File: config.mk
export PLATFORM = sky130hd
export DESIGN_NAME = stream_credit_tx
export DESIGN_NICKNAME = d
export VERILOG_FILES = /design/src/rtl/stream_credit_tx.sv
export SDC_FILE = /design/constraint.sdc
export NUM_CORES = 1
export LEC_CHECK = 0
export CORE_AREA = 2 2 39 41
export CTS_CLUSTER_SIZE = 14
export DETAILED_ROUTE_END_ITERATION = 10
export DIE_AREA = 0 0 41 43
export DONT_BUFFER_PORTS = 1
export PLACE_DENSITY_LB_ADDON = 0.12
export SKIP_CTS_REPAIR_TIMING = 1
export SLEW_MARGIN = 30
export SYNTH_ARGS = -nofsm -noshare
export SYNTH_HDL_FRONTEND = slang
export SYNTH_SLANG_ARGS = --single-unit
File: constraint.sdc
create_clock -name i_clk -period 4.3 [get_ports i_clk]
set_clock_uncertainty 0.1 [all_clocks]
set_input_delay 1.29 -clock i_clk [delete_from_list [all_inputs] [get_ports i_clk]]
set_output_delay 1.29 -clock i_clk [all_outputs]
set_load 0.05 [all_outputs]
File: src/rtl/stream_credit_tx.sv
// Transmit side of a credit-flow-controlled link.
// Takes a valid/ready stream from upstream and forwards each accepted beat,
// one cycle later, on a valid-only link. Each beat spends one credit, and the
// receiver returns one credit per freed buffer slot. Upstream ready depends
// only on the registered credit count, so no ready path runs back across the
// link. A credit returned while the count is already full is an overflow. It
// sets a sticky error flag.
module stream_credit_tx #(
    parameter int DW           = 8,
    parameter int CREDITS      = 4,
    parameter int CW           = $clog2(CREDITS + 1),
    parameter bit OPT_LOWPOWER = 1'b0
) (
    input  logic          i_clk,
    input  logic          i_reset,
    input  logic          i_valid,
    output logic          o_ready,
    input  logic [DW-1:0] i_data,
    output logic          o_valid,
    output logic [DW-1:0] o_data,
    input  logic          i_credit_return,
    output logic [CW-1:0] o_credits,
    output logic          o_err
);

    localparam logic [CW-1:0] CREDIT_MAX = CW'(CREDITS);

    // Next credit count. A spend and a return in the same cycle cancel out.
    // A lone return at the full count saturates at the full count.
    function automatic logic [CW-1:0] credit_update(
        input logic [CW-1:0] cur,
        input logic          take,
        input logic          give
    );
        logic [CW-1:0] nxt;
        nxt = cur;
        if (take && !give) begin
            nxt = cur - CW'(1);
        end else if (give && !take) begin
            nxt = (cur == CREDIT_MAX) ? CREDIT_MAX : cur + CW'(1);
        end
        return nxt;
    endfunction

    // A lone return that arrives at the full count has no slot to fill.
    function automatic logic credit_overflow(
        input logic [CW-1:0] cur,
        input logic          take,
        input logic          give
    );
        return give && !take && (cur == CREDIT_MAX);
    endfunction

    logic          ready_p0;
    logic          accept_p0;
    logic          vld_p1;
    logic [DW-1:0] data_p1;
    logic [CW-1:0] credits_p1;
    logic          err_p1;

    // Stage 0: upstream handshake. Ready comes only from the credit register.
    assign ready_p0  = (credits_p1 != '0);
    assign accept_p0 = i_valid && ready_p0 && !i_reset;

    // Register the link beat: one strobe for each accepted beat.
    always_ff @(posedge i_clk) begin
        if (i_reset) begin
            vld_p1 <= 1'b0;
        end else begin
            vld_p1 <= accept_p0;
        end
    end

    // Register the link data. It holds the last beat, or is zeroed when idle in low-power mode.
    always_ff @(posedge i_clk) begin
        if (i_reset) begin
            data_p1 <= '0;
        end else if (accept_p0) begin
            data_p1 <= i_data;
        end else if (OPT_LOWPOWER) begin
            data_p1 <= '0;
        end
    end

    // Credit counter: spend on accept, refill on return, reload on reset.
    always_ff @(posedge i_clk) begin
        if (i_reset) begin
            credits_p1 <= CREDIT_MAX;
        end else begin
            credits_p1 <= credit_update(credits_p1, accept_p0, i_credit_return);
        end
    end

    // Sticky overflow flag. It clears only on reset.
    always_ff @(posedge i_clk) begin
        if (i_reset) begin
            err_p1 <= 1'b0;
        end else if (credit_overflow(credits_p1, accept_p0, i_credit_return)) begin
            err_p1 <= 1'b1;
        end
    end

    // Stage 1: registered link outputs.
    assign o_ready   = ready_p0;
    assign o_valid   = vld_p1;
    assign o_data    = data_p1;
    assign o_credits = credits_p1;
    assign o_err     = err_p1;

endmodule

==> impl_metrics.toml <==
[outcome]
run_status = "finished, final reports clean"

[synthesis]
ys_ff_latch = 13
yosys_warnings = 0
yosys-top-cells-area = "dfxtp_1, ha_1, a21oi_1"
synth_area_leader_cell = "dfxtp_1"
synth_seq_area_share = 0.4254
synth_top_area_frac = 0.4254
syn_avg_cell_area_sq_um = 8.617
synthSimpleGateAreaFrac = 0.1452
syn_area_sq_um = 611.8
syn_nets = 88
synthAdderAreaFrac = 0.1022
synth_top_family_by_area = "compound AO/OA/AOI/OAI gates"
synth_xor_area_frac = 0
synthMuxAreaShare = 0
synth_cell_types = 21
synthCells = 71
synth_compound_area_frac = 0.2290

[place]
place_hpwl_microns = 884.4
placed_area_sq_um = 609.3
dp.cells = 84
place.gp.congestion = 0.6439
port_buffers = 0
pre_cts_slack_ns = 1.194

[min_path]
hold_start = "o_credits[0]"
hold_class = "flop to flop"
worst_hold_path.endpoint = "o_credits[0]"
min_path_cells = 2

[floorplan]
die_y_microns = 43
die_area_sq_um = 1763
row_count = 14
die_w_microns = 41
io_pins = 26
core_sq_um = 1384
initial_core_util = 0.4421

[final_layout]
layoutNonFillerInstCount = 88
mostFrequentLayoutCell = "dfxtp_1"
syn_to_final_growth_pct = 4.090
fillers = 145
seq_area_sq_um = 260.3
multi_input_area_sq_um = 291.5
n_antenna_cell = 0
drive_gt1_frac = 0.09722
most-common-layout-cells = "dfxtp_1, a21oi_1, inv_1, nand3_1, o21ai_0"
stdcell_area_sq_um = 636.9
final_nets = 90

[routing]
dr_wl_met2_microns = 566
drtIter0Drc = 13
met1Wirelength_microns = 443
top_layer_used = "met4"
via_per_inst = 5.682
antenna_left = 0
drc_errors = 0
vias = 500
wl_per_cell_microns = 13.17
dr.pass1.iters = 4
route.met3.wl_microns = 137
routed_wl_microns = 1159

[flow_run]
cap_violations = 0

[clock_network]
cts_num_sinks = 13
clock_latency_ns = 0.27
cts_buffer_depth = 2
clk_pin_slew_ns = 0.08
cts_tree = "built"
cts_max_level = 1
root_buffer = "clkbuf_4"
cts-buffers-inserted = 3

[timing]
drv_slew = 0
relSlewSlack = 0.5890
period_needed_ns = 3.399
rsz0062_at_grt = "false"
worstMarginPinSlew_ns = 0.6156
finalWorstSetupSlack_ns = 0.9012
max_freq_ghz = 0.2942
hold_violations = 0
tns_ns = 0
setup_viol = 0
finalCritPeriodShare = 0.7904

[setup_path]
arrival_ns = 2.01
cp_max_fo = 10
timing.rr.start = "o_credits[0]"
cp-startpoint = "o_credits[0]"
crit_slowest_cell = "nor2b_1"
ff2ff_setup_slack_ns = 1.48
end_kind = "output port"
path_class = "flop to output port"
rr_worst_depth = 8
cpPeakStageDelay_ns = 0.51
path_cells = "inv_1 -> ha_1 -> nor2b_1 -> inv_2"
r2r_end = "o_credits[2]"
startpoint_type = "flop"
cp.required_ns = 2.91

[power]
p_per_area_nw_per_um2 = 436.9
p_total_uw = 278.2
p_comb_frac = 0.124
p_switching_uw = 99.63
ir_drop_uv = 193.2
internal_power_uw = 178.6
p_leak_nw = 0.2756
swShare = 0.3581
power_frac_seq = 0.603
clkPwrFrac = 0.273

[grt]
antenna_found_initial = 0
grt_pass1_vias = 441
grt_pass1_wl_microns = 1842
grt_util_all_layers = 0.1606
grt_overflow_total = 0
grt_max_degree = 14
## worst max path at each step
stage               endpoint  slack (ns)  cells past startpoint
global placement     o_ready        1.24                      4
floorplan            o_ready        1.33                      5
finish               o_ready        0.90                      4
global route         o_ready        0.73                      4
CTS                  o_ready        0.87                      4
detailed placement   o_ready        1.19                      4
## logic make-up after synthesis
kind of cell	count (synthesis)
and+or+nand+nor	16
buffers and inverters	13
adders and majority gates	5
AOI/OAI and AO/OA	24
DFF	13
## cell usage after synthesis, drive strengths merged
library cell and count:
clkbuf 1, ha 5, a21oi 10, buf 2
a221oi 1, o21ai 8, nand2 2, nand3b 1
a31oi 1, nand3 8, or3 1, nand2b 1
nor2b 2, o2111a 1, nor2 1, inv 10
a211o 1, o211ai 2, dfxtp 13
## critical path: cells and delay by family (launching register included)
kind | cells | cell delay (ns)
fa+ha+maj | 1 | 0.22
buf+inv | 2 | 0.50
flops | 1 | 0.50
simple gates | 1 | 0.51
## state kept, by name (all words and copies together), names as in the netlist
register / count
o_data: 8
o_credits: 3
o_err: 1
o_valid: 1
## through the flow
step                      hold WS (ns)  utilization
after floorplan                 0.5950            -
after global placement          0.6054       0.4403
after detailed placement        0.6103       0.4403
after CTS                       0.6213       0.4602
after global routing            0.6530       0.4602
final                           0.6166       0.4602
## power groups by stage
| stage | Sequential, mW | Clock [mW] | Combinational [mW] |
|---|---|---|---|
| after floorplan | 0.169 | 0 | 0.0332 |
| after global placement | 0.171 | 0 | 0.0352 |
| after detailed placement | 0.171 | 0 | 0.0350 |
| after CTS | 0.168 | 0.0801 | 0.0352 |
| after global routing | 0.169 | 0.0861 | 0.0405 |
| final | 0.168 | 0.0759 | 0.0346 |
## metal layers
layer / vias up / track usage
met5: - / 0
met1: 225 / 0.1738
met2: 25 / 0.2344
met4: 0 / 0.06000
met3: 2 / 0.1152
li1: 248 / -
## cell type report
| class | instances | share of cell area |
|---|---|---|
| Multi-Input combinational cell | 45 | 0.4578 |
| Tap cell | 16 | 0.03143 |
| Inverter | 10 | 0.05894 |
| Clock inverter | 1 | 0.007859 |
| Clock buffer | 3 | 0.03536 |
| Sequential cell | 13 | 0.4086 |
Power figures use the tool's default switching activity.
